--- src/rtl/alu_share_arbiter_pkg.sv ---
`default_nettype none
// ============================================================================
//  Module   : alu_arb_pkg
//  Brief    : Shared types and constants for the ALU share arbiter: FSM state
//             encoding, ALU op codes, response flag bit positions.
//  Revision : 1.0 - initial release
// ============================================================================
package alu_arb_pkg;

  // Arbiter sequencing states
  typedef enum logic [1:0] {
    ST_IDLE = 2'd0,
    ST_EXEC = 2'd1,
    ST_RESP = 2'd2
  } arb_state_t;

  // ALU operation codes understood by the shared ALU
  localparam logic [2:0] ALU_ADD = 3'b000;
  localparam logic [2:0] ALU_SUB = 3'b001;
  localparam logic [2:0] ALU_AND = 3'b010;
  localparam logic [2:0] ALU_OR  = 3'b011;
  localparam logic [2:0] ALU_XOR = 3'b100;

  // Bit positions inside the 4-bit response flag vector
  localparam int FLAG_NEG   = 3;
  localparam int FLAG_ZERO  = 2;
  localparam int FLAG_CARRY = 1;
  localparam int FLAG_OVF   = 0;

  // Place the ALU's four flag outputs at their response-vector positions
  function automatic logic [3:0] pack_flags(input logic neg, input logic zero,
                                            input logic carry, input logic ovf);
    logic [3:0] f;
    f             = '0;
    f[FLAG_NEG]   = neg;
    f[FLAG_ZERO]  = zero;
    f[FLAG_CARRY] = carry;
    f[FLAG_OVF]   = ovf;
    return f;
  endfunction

endpackage
`default_nettype wire

--- src/rtl/alu_share_arbiter_if.sv ---
`default_nettype none
// ============================================================================
//  Module   : alu_share_arbiter_if
//  Brief    : Bundle of both client request/response handshakes plus the
//             shared-ALU control/operand/result ports. The arbiter sits on
//             the slave side; clients and the ALU sit on the master side.
//  Revision : 1.0 - initial release
// ============================================================================
interface alu_share_arbiter_if #(
  parameter int WIDTH = 32
);
  // Client 0 request / response
  logic             req0_valid_i;
  logic             req0_ready_o;
  logic [2:0]       req0_op_i;
  logic [WIDTH-1:0] req0_a_i;
  logic [WIDTH-1:0] req0_b_i;
  logic             rsp0_valid_o;
  logic             rsp0_ready_i;
  logic [WIDTH-1:0] rsp0_result_o;
  logic [3:0]       rsp0_flags_o;

  // Client 1 request / response
  logic             req1_valid_i;
  logic             req1_ready_o;
  logic [2:0]       req1_op_i;
  logic [WIDTH-1:0] req1_a_i;
  logic [WIDTH-1:0] req1_b_i;
  logic             rsp1_valid_o;
  logic             rsp1_ready_i;
  logic [WIDTH-1:0] rsp1_result_o;
  logic [3:0]       rsp1_flags_o;

  // Shared ALU side
  logic [2:0]       ALUControl_o;
  logic [WIDTH-1:0] srcA_o;
  logic [WIDTH-1:0] srcB_o;
  logic [WIDTH-1:0] alu_result_i;
  logic             alu_zero_i;
  logic             alu_carry_i;
  logic             alu_neg_i;
  logic             alu_ovf_i;

  // Arbiter view
  modport slave (
    input  req0_valid_i, req0_op_i, req0_a_i, req0_b_i, rsp0_ready_i,
    input  req1_valid_i, req1_op_i, req1_a_i, req1_b_i, rsp1_ready_i,
    input  alu_result_i, alu_zero_i, alu_carry_i, alu_neg_i, alu_ovf_i,
    output req0_ready_o, rsp0_valid_o, rsp0_result_o, rsp0_flags_o,
    output req1_ready_o, rsp1_valid_o, rsp1_result_o, rsp1_flags_o,
    output ALUControl_o, srcA_o, srcB_o
  );

  // Client + ALU view
  modport master (
    output req0_valid_i, req0_op_i, req0_a_i, req0_b_i, rsp0_ready_i,
    output req1_valid_i, req1_op_i, req1_a_i, req1_b_i, rsp1_ready_i,
    output alu_result_i, alu_zero_i, alu_carry_i, alu_neg_i, alu_ovf_i,
    input  req0_ready_o, rsp0_valid_o, rsp0_result_o, rsp0_flags_o,
    input  req1_ready_o, rsp1_valid_o, rsp1_result_o, rsp1_flags_o,
    input  ALUControl_o, srcA_o, srcB_o
  );

endinterface
`default_nettype wire

--- src/rtl/alu_share_arbiter_rr2.sv ---
`default_nettype none
// ============================================================================
//  Module   : alu_arb_rr2
//  Brief    : Two-way round-robin grant. A lone valid wins outright; on a tie
//             the requester that was NOT served last wins. One-hot output,
//             all-zero when nobody is asking.
//  Revision : 1.0 - initial release
// ============================================================================
module alu_arb_rr2 (
  input  wire logic       i_valid0,
  input  wire logic       i_valid1,
  input  wire logic       i_last,
  output logic      [1:0] o_grant
);

  // Pick the winner among the two valids, breaking ties against i_last
  always_comb begin
    o_grant = 2'b00;
    if (i_valid0 && i_valid1) begin
      o_grant = i_last ? 2'b01 : 2'b10;
    end else if (i_valid0) begin
      o_grant = 2'b01;
    end else if (i_valid1) begin
      o_grant = 2'b10;
    end
  end

endmodule
`default_nettype wire

--- src/rtl/alu_share_arbiter.sv ---
`default_nettype none
// ============================================================================
//  Module   : alu_share_arbiter
//  Brief    : Shares one combinational ALU between two clients. A granted op
//             is latched into issue registers, presented to the ALU for one
//             EXEC cycle, and the result/flags are captured into the owner's
//             response register, held until that owner acknowledges it.
//  Revision : 1.0 - initial release
// ============================================================================
module alu_share_arbiter
  import alu_arb_pkg::*;
#(
  parameter int WIDTH = 32
) (
  input  wire logic          clk_i,
  input  wire logic          rst_i,
  alu_share_arbiter_if.slave bus
);

  // --------------------------------------------------------------------------
  // State
  // --------------------------------------------------------------------------
  arb_state_t       r_state;
  logic             r_last;        // requester served most recently
  logic             r_owner;       // requester owning the op in flight

  // Issue registers driving the ALU; only change on an accept
  logic [2:0]       r_op;
  logic [WIDTH-1:0] r_a;
  logic [WIDTH-1:0] r_b;

  // Per-owner response registers
  logic             r_rsp0_valid;
  logic [WIDTH-1:0] r_rsp0_result;
  logic [3:0]       r_rsp0_flags;
  logic             r_rsp1_valid;
  logic [WIDTH-1:0] r_rsp1_result;
  logic [3:0]       r_rsp1_flags;

  // --------------------------------------------------------------------------
  // Grant / handshake decode
  // --------------------------------------------------------------------------
  logic [1:0]       w_grant;
  logic             w_idle;
  logic             w_take0;
  logic             w_take1;
  logic             w_rsp_ack;
  logic [3:0]       w_alu_flags;

  alu_arb_rr2 u_rr2 (
    .i_valid0 (bus.req0_valid_i),
    .i_valid1 (bus.req1_valid_i),
    .i_last   (r_last),
    .o_grant  (w_grant)
  );

  // Ready is withheld while reset is asserted so nothing is accepted then
  assign w_idle  = (r_state == ST_IDLE);
  assign w_take0 = w_idle && w_grant[0] && !rst_i;
  assign w_take1 = w_idle && w_grant[1] && !rst_i;

  assign w_rsp_ack   = r_owner ? bus.rsp1_ready_i : bus.rsp0_ready_i;
  assign w_alu_flags = pack_flags(bus.alu_neg_i, bus.alu_zero_i,
                                  bus.alu_carry_i, bus.alu_ovf_i);

  // --------------------------------------------------------------------------
  // Outputs
  // --------------------------------------------------------------------------
  assign bus.req0_ready_o  = w_take0;
  assign bus.req1_ready_o  = w_take1;

  assign bus.ALUControl_o  = r_op;
  assign bus.srcA_o        = r_a;
  assign bus.srcB_o        = r_b;

  assign bus.rsp0_valid_o  = r_rsp0_valid;
  assign bus.rsp0_result_o = r_rsp0_result;
  assign bus.rsp0_flags_o  = r_rsp0_flags;
  assign bus.rsp1_valid_o  = r_rsp1_valid;
  assign bus.rsp1_result_o = r_rsp1_result;
  assign bus.rsp1_flags_o  = r_rsp1_flags;

  // --------------------------------------------------------------------------
  // Sequencer: accept -> one EXEC cycle -> hold response until acknowledged
  // --------------------------------------------------------------------------
  always_ff @(posedge clk_i) begin
    if (rst_i) begin
      r_state       <= ST_IDLE;
      r_last        <= 1'b1;
      r_owner       <= 1'b0;
      r_op          <= ALU_ADD;
      r_a           <= '0;
      r_b           <= '0;
      r_rsp0_valid  <= 1'b0;
      r_rsp0_result <= '0;
      r_rsp0_flags  <= '0;
      r_rsp1_valid  <= 1'b0;
      r_rsp1_result <= '0;
      r_rsp1_flags  <= '0;
    end else begin
      case (r_state)
        ST_IDLE: begin
          if (w_take0 || w_take1) begin
            // Op codes are forwarded untouched, including unused encodings
            r_op    <= w_take1 ? bus.req1_op_i : bus.req0_op_i;
            r_a     <= w_take1 ? bus.req1_a_i  : bus.req0_a_i;
            r_b     <= w_take1 ? bus.req1_b_i  : bus.req0_b_i;
            r_owner <= w_take1;
            r_last  <= w_take1;
            r_state <= ST_EXEC;
          end
        end
        ST_EXEC: begin
          // The ALU is combinational, so its outputs are valid by this edge
          if (r_owner) begin
            r_rsp1_result <= bus.alu_result_i;
            r_rsp1_flags  <= w_alu_flags;
            r_rsp1_valid  <= 1'b1;
          end else begin
            r_rsp0_result <= bus.alu_result_i;
            r_rsp0_flags  <= w_alu_flags;
            r_rsp0_valid  <= 1'b1;
          end
          r_state <= ST_RESP;
        end
        ST_RESP: begin
          // The IDLE cycle that follows is the earliest new accept
          if (w_rsp_ack) begin
            r_rsp0_valid <= 1'b0;
            r_rsp1_valid <= 1'b0;
            r_state      <= ST_IDLE;
          end
        end
        default: begin
          r_state <= ST_IDLE;
        end
      endcase
    end
  end

endmodule
`default_nettype wire

--- src/flat_wrapper.sv ---
// flat-port wrapper written by rule: the top's interface ports become plain ports
module alu_share_arbiter_flat import alu_arb_pkg::*;
#(
  parameter int WIDTH = 32
)
  (clk_i, rst_i, bus_req0_valid_i, bus_req0_op_i, bus_req0_a_i, bus_req0_b_i, bus_rsp0_ready_i, bus_req1_valid_i, bus_req1_op_i, bus_req1_a_i, bus_req1_b_i, bus_rsp1_ready_i, bus_alu_result_i, bus_alu_zero_i, bus_alu_carry_i, bus_alu_neg_i, bus_alu_ovf_i, bus_req0_ready_o, bus_rsp0_valid_o, bus_rsp0_result_o, bus_rsp0_flags_o, bus_req1_ready_o, bus_rsp1_valid_o, bus_rsp1_result_o, bus_rsp1_flags_o, bus_ALUControl_o, bus_srcA_o, bus_srcB_o);
  alu_share_arbiter_if #(.WIDTH(WIDTH)) bus_i ();
  input  wire logic clk_i;
  input  wire logic rst_i;
  input wire logic [$bits(bus_i.req0_valid_i)-1:0] bus_req0_valid_i;
  input wire logic [$bits(bus_i.req0_op_i)-1:0] bus_req0_op_i;
  input wire logic [$bits(bus_i.req0_a_i)-1:0] bus_req0_a_i;
  input wire logic [$bits(bus_i.req0_b_i)-1:0] bus_req0_b_i;
  input wire logic [$bits(bus_i.rsp0_ready_i)-1:0] bus_rsp0_ready_i;
  input wire logic [$bits(bus_i.req1_valid_i)-1:0] bus_req1_valid_i;
  input wire logic [$bits(bus_i.req1_op_i)-1:0] bus_req1_op_i;
  input wire logic [$bits(bus_i.req1_a_i)-1:0] bus_req1_a_i;
  input wire logic [$bits(bus_i.req1_b_i)-1:0] bus_req1_b_i;
  input wire logic [$bits(bus_i.rsp1_ready_i)-1:0] bus_rsp1_ready_i;
  input wire logic [$bits(bus_i.alu_result_i)-1:0] bus_alu_result_i;
  input wire logic [$bits(bus_i.alu_zero_i)-1:0] bus_alu_zero_i;
  input wire logic [$bits(bus_i.alu_carry_i)-1:0] bus_alu_carry_i;
  input wire logic [$bits(bus_i.alu_neg_i)-1:0] bus_alu_neg_i;
  input wire logic [$bits(bus_i.alu_ovf_i)-1:0] bus_alu_ovf_i;
  output wire logic [$bits(bus_i.req0_ready_o)-1:0] bus_req0_ready_o;
  output wire logic [$bits(bus_i.rsp0_valid_o)-1:0] bus_rsp0_valid_o;
  output wire logic [$bits(bus_i.rsp0_result_o)-1:0] bus_rsp0_result_o;
  output wire logic [$bits(bus_i.rsp0_flags_o)-1:0] bus_rsp0_flags_o;
  output wire logic [$bits(bus_i.req1_ready_o)-1:0] bus_req1_ready_o;
  output wire logic [$bits(bus_i.rsp1_valid_o)-1:0] bus_rsp1_valid_o;
  output wire logic [$bits(bus_i.rsp1_result_o)-1:0] bus_rsp1_result_o;
  output wire logic [$bits(bus_i.rsp1_flags_o)-1:0] bus_rsp1_flags_o;
  output wire logic [$bits(bus_i.ALUControl_o)-1:0] bus_ALUControl_o;
  output wire logic [$bits(bus_i.srcA_o)-1:0] bus_srcA_o;
  output wire logic [$bits(bus_i.srcB_o)-1:0] bus_srcB_o;
  assign bus_i.req0_valid_i = bus_req0_valid_i;
  assign bus_i.req0_op_i = bus_req0_op_i;
  assign bus_i.req0_a_i = bus_req0_a_i;
  assign bus_i.req0_b_i = bus_req0_b_i;
  assign bus_i.rsp0_ready_i = bus_rsp0_ready_i;
  assign bus_i.req1_valid_i = bus_req1_valid_i;
  assign bus_i.req1_op_i = bus_req1_op_i;
  assign bus_i.req1_a_i = bus_req1_a_i;
  assign bus_i.req1_b_i = bus_req1_b_i;
  assign bus_i.rsp1_ready_i = bus_rsp1_ready_i;
  assign bus_i.alu_result_i = bus_alu_result_i;
  assign bus_i.alu_zero_i = bus_alu_zero_i;
  assign bus_i.alu_carry_i = bus_alu_carry_i;
  assign bus_i.alu_neg_i = bus_alu_neg_i;
  assign bus_i.alu_ovf_i = bus_alu_ovf_i;
  assign bus_req0_ready_o = bus_i.req0_ready_o;
  assign bus_rsp0_valid_o = bus_i.rsp0_valid_o;
  assign bus_rsp0_result_o = bus_i.rsp0_result_o;
  assign bus_rsp0_flags_o = bus_i.rsp0_flags_o;
  assign bus_req1_ready_o = bus_i.req1_ready_o;
  assign bus_rsp1_valid_o = bus_i.rsp1_valid_o;
  assign bus_rsp1_result_o = bus_i.rsp1_result_o;
  assign bus_rsp1_flags_o = bus_i.rsp1_flags_o;
  assign bus_ALUControl_o = bus_i.ALUControl_o;
  assign bus_srcA_o = bus_i.srcA_o;
  assign bus_srcB_o = bus_i.srcB_o;
  alu_share_arbiter #(.WIDTH(WIDTH)) u_core (.clk_i(clk_i), .rst_i(rst_i), .bus(bus_i));
endmodule
--- config.mk ---
export PLATFORM = sky130hd
export DESIGN_NAME = alu_share_arbiter_flat
export DESIGN_NICKNAME = d
export VERILOG_FILES = /design/src/rtl/alu_share_arbiter_pkg.sv /design/src/rtl/alu_share_arbiter_if.sv /design/src/rtl/alu_share_arbiter_rr2.sv /design/src/rtl/alu_share_arbiter.sv /design/src/flat_wrapper.sv
export SDC_FILE = /design/constraint.sdc
export NUM_CORES = 1
export LEC_CHECK = 0
export BUFFER_PORTS_ARGS = -buffer_cell sky130_fd_sc_hd__buf_2
export CAP_MARGIN = 20
export CELL_PAD_IN_SITES_DETAIL_PLACEMENT = 0
export CELL_PAD_IN_SITES_GLOBAL_PLACEMENT = 1
export CORE_ASPECT_RATIO = 0.75
export CORE_UTILIZATION = 30
export CTS_CLUSTER_DIAMETER = 30
export DETAILED_ROUTE_END_ITERATION = 6
export GPL_TIMING_DRIVEN = 0
export PLACE_DENSITY = 0.78
export SKIP_LAST_GASP = 1
export SLEW_MARGIN = 15
export SYNTH_ARGS = -nofsm -noshare
export SYNTH_HDL_FRONTEND = slang
export SYNTH_SLANG_ARGS = --single-unit
--- constraint.sdc ---
create_clock -name clk_i -period 1.9 [get_ports clk_i]
set_input_delay 0.095 -clock clk_i [delete_from_list [all_inputs] [get_ports clk_i]]
set_output_delay 0.095 -clock clk_i [all_outputs]
set_load 0.01 [all_outputs]
==> impl_metrics.json, run 1 <==
{
  "status": "finished, final reports clean",
  "numCtsBuffers": 17,
  "synth_xor_area_frac": 0,
  "synth-simple-area-share": 0.3555,
  "cpMaxStageDelayCell": "dfxtp_2",
  "ir_drop_mv": 0.6018,
  "io_buffers": 318,
  "pre_cts_slack_ns": -0.1196,
  "cp-start-kind": "flop",
  "clk_path_buf_depth": 2,
  "synthMuxAreaShare": 0.005225,
  "hold_path.class": "in -> reg",
  "critPathKind": "reg -> out",
  "finalSetupViolCount": 0,
  "synth_top_family_by_area": "simple AND/OR/NAND/NOR gates",
  "endpoint_kind": "primary output",
  "root_buffer": "clkbuf_16",
  "power_density_nw_per_um2": 1158,
  "die_area_um2": 19720,
  "cp_top_family": "buffers and inverters",
  "grt-ovfl-total": 0,
  "cts_tree": "done",
  "fin_util": 0.5029,
  "pin_count": 319,
  "clock_skew_ns": 0.01256,
  "p_leak_nw": 4.292,
  "tightestPinTransition_ns": 0.7106,
  "min_period_ns": 1.801,
  "crit_path_max_fanout": 10,
  "tns_ns": 0,
  "use_met1": 0.2819,
  "die_h_um": 121.9,
  "antenna_left": 0,
  "layout_common_cells": "buf_2 (324), nand2_1 (148), dfxtp_1 (144)",
  "numClockSinks": 145,
  "gp_congestion": 0.8084,
  "grt_use_met2": 0.3318,
  "start_util": 0.3087,
  "coreArea_um2": 18620,
  "synth-compound-area-share": 0.07337,
  "dr.pass1.iters": 5,
  "slew_headroom": 0.5262,
  "layout_commonest_cell": "buf_2",
  "maxCapViolCount": 0,
  "drc": 0,
  "drv_slew": 0,
  "hold_viol_final": 0,
  "synth_fa_ha_area_frac": 0.01089,
  "die_x_um": 161.8,
  "critPathMaxStageDelay_ns": 0.35,
  "seq_area_frac_synth": 0.5051,
  "worstPathArrival_ns": 1.71,
  "yosys_warnings": 0,
  "synth_nets": 909,
  "grt_pass1_wl_um": 32640,
  "avgSynthCellArea_um2": 7.894,
  "grt_max_degree": 17,
  "std_cell_rows": 43,
  "clk_pin_slew_ns": 0.05,
  "final_layout_size_suffix_gt1_frac": 0.3536,
  "dpl.hpwl_um": 15610,
  "grt_usage": 0.2095,
  "crit_buf_inv": 4,
  "critPathRequiredTime_ns": 1.80,
  "path_cells": "inv_4 > ha_4 > nor2b_4 > nand3_4 > inv_6 > buf_8 > buf_2",
  "synth_area_um2": 5747,
  "holdWs_ns": 0.01438,
  "num-fill-cells": 1866,
  "viasPerCell": 4.587,
  "p_total_mw": 10.84,
  "grt_util_met3": 0.04699,
  "dr.first_iter.drc_count": 295,
  "vias": 6555,
  "avgRoutedWirePerCell_um": 14.90,
  "htree_levels": 4,
  "synthCells": 728,
  "synth.distinct_cells": 28,
  "clk-insertion-delay-late_ns": 0.42,
  "nets": 1350,
  "ys_ff_latch": 145,
  "antenna_cells": 0,
  "area.growth.synth_to_final_pct": 62.90,
  "grt_pass1_vias": 6239,
  "antenna_found_initial": 0,
  "fmax_mhz": 555.2,
  "wirelength_um": 21290,
  "worst_slack_ns": 0.09892,
  "min_period_over_period": 0.9479,
  "grt.busiest_layer": "met2"
}
[metrics by stage]
step | instance area, µm² | cells
2_1_floorplan | 5747 | 728
3_3_place_gp | 7647 | 1293
3_5_place_dp | 7647 | 1293
4_1_cts | 9284 | 1426
5_1_grt | 9361 | 1429
6_report | 9361 | 1429
[synthesized netlist by cell type (all sizes together)]
cell type / count / area (µm²)
nor3: 67 / 335.3
o21ai: 4 / 23.77
and3: 1 / 6.260
a31oi: 1 / 6.260
nand2b: 8 / 50.05
dfxtp: 145 / 2903
a22oi: 1 / 7.510
clkbuf: 31 / 116.4
o21a: 1 / 8.760
inv: 3 / 11.26
a21oi: 75 / 375.4
nor2b: 3 / 26.27
ha: 5 / 62.56
nand2: 148 / 555.5
buf: 28 / 158.9
and2: 1 / 6.260
nand3: 1 / 10.01
or2: 1 / 6.260
mux2i: 3 / 30.03
nor4: 67 / 544.3
nor2: 134 / 503.0
[registers in the layout, summed over array words and instances, names as in the netlist, 2 cells and up]
register and cells:
u_core.r_state 2, u_core.bus.rsp1_flags_o 4, u_core.bus.srcA_o 32, u_core.bus.rsp1_result_o 32, u_core.bus.rsp0_result_o 32, u_core.bus.srcB_o 32
u_core.bus.rsp0_flags_o 4, u_core.bus.ALUControl_o 3
[area by class of cell]
class | count | area (µm²) | area share
timing repair buffer | 424 | 2650 | 0.2831
sequential | 145 | 2904 | 0.3102
buffer | 57 | 314.1 | 0.03355
tap | 247 | 309.0 | 0.03301
multi-input combinational | 521 | 2584 | 0.2760
clock inverter | 11 | 131.4 | 0.01403
clock buffer | 21 | 450.4 | 0.04812
inverter | 3 | 18.77 | 0.002005
[logic make-up after synthesis]
logic type      Yosys count
compound gates           82
fa+ha+maj                 5
buf+inv                  62
flops                   145
mux                       3
simple gates            431
[worst min-delay path, delay by kind of cell]
kind / cells / cell delay (ns)
simple gates: 2 / 0.18
buf+inv: 1 / 0.10
[final timing paths]
kind | from | to | slack (ns) | cells after the start
setup / recovery | u_core.r_state[0]$_SDFFE_PP0P_ | bus_req1_ready_o | 0.1 | 7
hold / removal | bus_req1_a_i[31] | u_core.bus.srcA_o[31]$_SDFFE_PP0P_ | 0.01 | 3
setup reg to reg | u_core.r_state[1]$_SDFFE_PP0P_ | u_core.bus.srcB_o[17]$_SDFFE_PP0P_ | 0.11 | 9
hold reg to reg | u_core.bus.rsp1_result_o[20]$_SDFFE_PP0P_ | u_core.bus.rsp1_result_o[20]$_SDFFE_PP0P_ | 0.45 | 2
[report_power, final]
| part | internal [mW] | switching, mW | total [mW] |
|---|---|---|---|
| clock | 1.98 | 1.35 | 3.33 |
| combinational | 1.46 | 2.07 | 3.53 |
| sequential | 3.67 | 0.314 | 3.98 |
| total | 7.10 | 3.73 | 10.8 |
[routing by layer]
metal / wire [µm] / up-vias
met5: 0 / -
met1: 10240 / 2995
met3: 1057 / 28
met2: 9609 / 199
li1: - / 3333
met4: 387 / 0
[repair_timing]
item / CTS / global route
gates resized for setup: 11 / 32
gates cloned: 0 / 0
hold buffers: 100 / 0
pin swaps: 1 / 2
endpoints found under the hold margin: 136 / 0
setup endpoints to repair: 59 / 101
buffers inserted: 2 / 4
No activity file was read; power rests on OpenSTA's default activity.
==> run 2: changes to the inputs <==
Clock period 1.9 ns to 2.02 ns, I/O delays scaled along.
==> run 2 against run 1 <==
  * Total power down 6.3%
  * Worst setup slack gained 0.0017 ns
  * Critical endpoint unchanged
  * Register-to-register slack better by 0.02 ns
  * Sequential power fell by 6.0%
  * Die area unchanged
  * Critical path depth stayed put
  * Routed wire length is 0.44% higher
  * First-iteration DRC count up 1.0%
  * Flip-flop and latch count did not move
  * Global-route usage is essentially flat
==> impl_metrics.json, run 2 (synthesis results as in run 1) <==
{
  "fmax_mhz": 521.0,
  "grt_max_degree": 17,
  "wirelength_um": 21390,
  "p_leak_nw": 4.239,
  "slew_headroom": 0.5220,
  "fin_area_um2": 9279,
  "r2r_end": "u_core.bus.srcB_o[14]$_SDFFE_PP0P_",
  "ff2ff_setup_slack_ns": 0.13,
  "dpl.hpwl_um": 15610,
  "pin_count": 319,
  "antenna_found_initial": 0,
  "critPathRequiredTime_ns": 1.92,
  "critPathKind": "reg -> out",
  "rsz0062_at_grt": "no",
  "layout_common_cells": "buf_2 (326), nand2_1 (148), dfxtp_1 (145)",
  "numCtsBuffers": 17,
  "numClockSinks": 145,
  "cp_top_family": "buffers and inverters",
  "area.growth.synth_to_final_pct": 61.46,
  "power_density_nw_per_um2": 1094,
  "die_h_um": 121.9,
  "io_buffers": 318,
  "crit_buf_inv": 4,
  "tns_ns": 0,
  "reg2regPathDepth": 9,
  "num-fill-cells": 1872,
  "vias": 6586,
  "die_x_um": 161.8,
  "clk_path_buf_depth": 2,
  "ir_drop_mv": 0.5663,
  "crit_start": "u_core.r_state[0]$_SDFFE_PP0P_",
  "min_period_ns": 1.919,
  "cp-endpoint": "bus_req1_ready_o",
  "layout_commonest_cell": "buf_2",
  "hold_viol_final": 0,
  "worstPathArrival_ns": 1.82,
  "std_cell_rows": 43,
  "hold_path.class": "in -> reg",
  "crit_path_max_fanout": 10,
  "tightestPinTransition_ns": 0.7170,
  "gp_congestion": 0.8084,
  "nets": 1345,
  "die_area_um2": 19720,
  "clk_pin_slew_ns": 0.06,
  "dr.first_iter.drc_count": 298,
  "critical_path_depth": 7,
  "clock_skew_ns": 0.01081,
  "htree_levels": 4,
  "grt_usage": 0.2091,
  "dr.pass1.iters": 5,
  "drc": 0,
  "drv_slew": 0,
  "avgRoutedWirePerCell_um": 15.02,
  "finalSetupViolCount": 0,
  "critPathMaxStageDelay_ns": 0.35,
  "grt-ovfl-total": 0,
  "root_buffer": "clkbuf_16",
  "cpMaxStageDelayCell": "dfxtp_1",
  "path_cells": "inv_2 > ha_4 > nor2b_4 > nand3_4 > inv_6 > buf_4 > buf_2",
  "viasPerCell": 4.625,
  "status": "finished, final reports clean",
  "final_layout_size_suffix_gt1_frac": 0.3449,
  "dpl_cell_area_um2": 7647,
  "clk-insertion-delay-late_ns": 0.42,
  "antenna_left": 0,
  "coreArea_um2": 18620,
  "antenna_cells": 0,
  "grt_pass1_wl_um": 32580,
  "endpoint_kind": "primary output",
  "cts_tree": "done",
  "start_util": 0.3087,
  "grt_pass1_vias": 6229,
  "r2r-start": "u_core.r_state[0]$_SDFFE_PP0P_",
  "cp-start-kind": "flop",
  "min_period_over_period": 0.9502,
  "maxCapViolCount": 0
}
-- run 2: cell types whose count changed in the layout (fill, tap and decap cells not counted), moves of 2 or more --
cell           change
buf_4              -4
buf_2              +2
buf_1              +5
clkbuf_2           -6
dlygate4sd3_1      -3
clkbuf_1           +3
-- run 2: through the flow --
stage / instances / worst slack, ns / util / hold slack (ns) / power, mW
2_1_floorplan: 728 / 0.3984 / - / 0.2370 / 5.575
3_3_place_gp: 1293 / 0.02760 / 0.4108 / 0.3572 / 6.839
3_5_place_dp: 1293 / 0.0003957 / 0.4108 / 0.3573 / 6.862
4_1_cts: 1424 / 0.01599 / 0.4966 / 0.0001144 / 10.20
5_1_grt: 1424 / 0.008470 / 0.4985 / 0.01242 / 10.77
6_report: 1424 / 0.1006 / 0.4985 / 0.01969 / 10.15
-- run 2: worst min-delay path by stage --
stage                              start                                   endpoint  cells after the start  slack (ns)
floorplan                  bus_alu_ovf_i    u_core.bus.rsp0_flags_o[0]$_SDFFE_PP0P_                      2        0.24
global placement    bus_alu_result_i[17]  u_core.bus.rsp1_result_o[17]$_SDFFE_PP0P_                      3        0.36
detailed placement       bus_alu_carry_i    u_core.bus.rsp1_flags_o[1]$_SDFFE_PP0P_                      3        0.36
CTS                      bus_req1_b_i[9]          u_core.bus.srcB_o[9]$_SDFFE_PP0P_                      3      0.0001
global route            bus_req1_b_i[19]         u_core.bus.srcB_o[19]$_SDFFE_PP0P_                      3        0.01
finish                   bus_req1_b_i[9]          u_core.bus.srcB_o[9]$_SDFFE_PP0P_                      3        0.02
-- run 2: repair_timing --
action                                  CTS  global route
pin swaps                                 1             0
endpoints found under the hold margin   133             0
endpoints found under the setup margin    2            56
gates resized for setup                   5            26
hold buffers                             97             0
buffers inserted                          2             0
-- run 2: worst min-delay path: cells and delay by family --
kind / cells / cell delay, ns
buf+inv: 1 / 0.10
simple gates: 2 / 0.18
-- run 2: layout make-up --
cell class,count,area [µm²],area share
buffer,59,301.5,0.03250
tap,247,309.0,0.03331
clock inverter,11,131.4,0.01416
inverter,3,16.27,0.001753
sequential,145,2903,0.3128
timing repair buffer,417,2590,0.2791
clock buffer,21,450.4,0.04854
multi-input combinational,521,2577,0.2778
-- run 2: routing by layer --
| metal | GRT usage | vias up | share of wire |
|---|---|---|---|
| met3 | 0.04699 | 28 | 0.058 |
| met5 | 0 | - | 0 |
| met4 | 0.06781 | 0 | 0.017 |
| met2 | 0.3305 | 226 | 0.45 |
| met1 | 0.2819 | 3010 | 0.47 |
| li1 | - | 3322 | - |
-- run 2: power breakdown --
group | total (mW) | leakage [nW] | internal, mW | switching [mW]
combinational | 3.28 | 2.79 | 1.33 | 1.95
clock | 3.13 | 0.263 | 1.86 | 1.27
sequential | 3.74 | 1.19 | 3.45 | 0.291
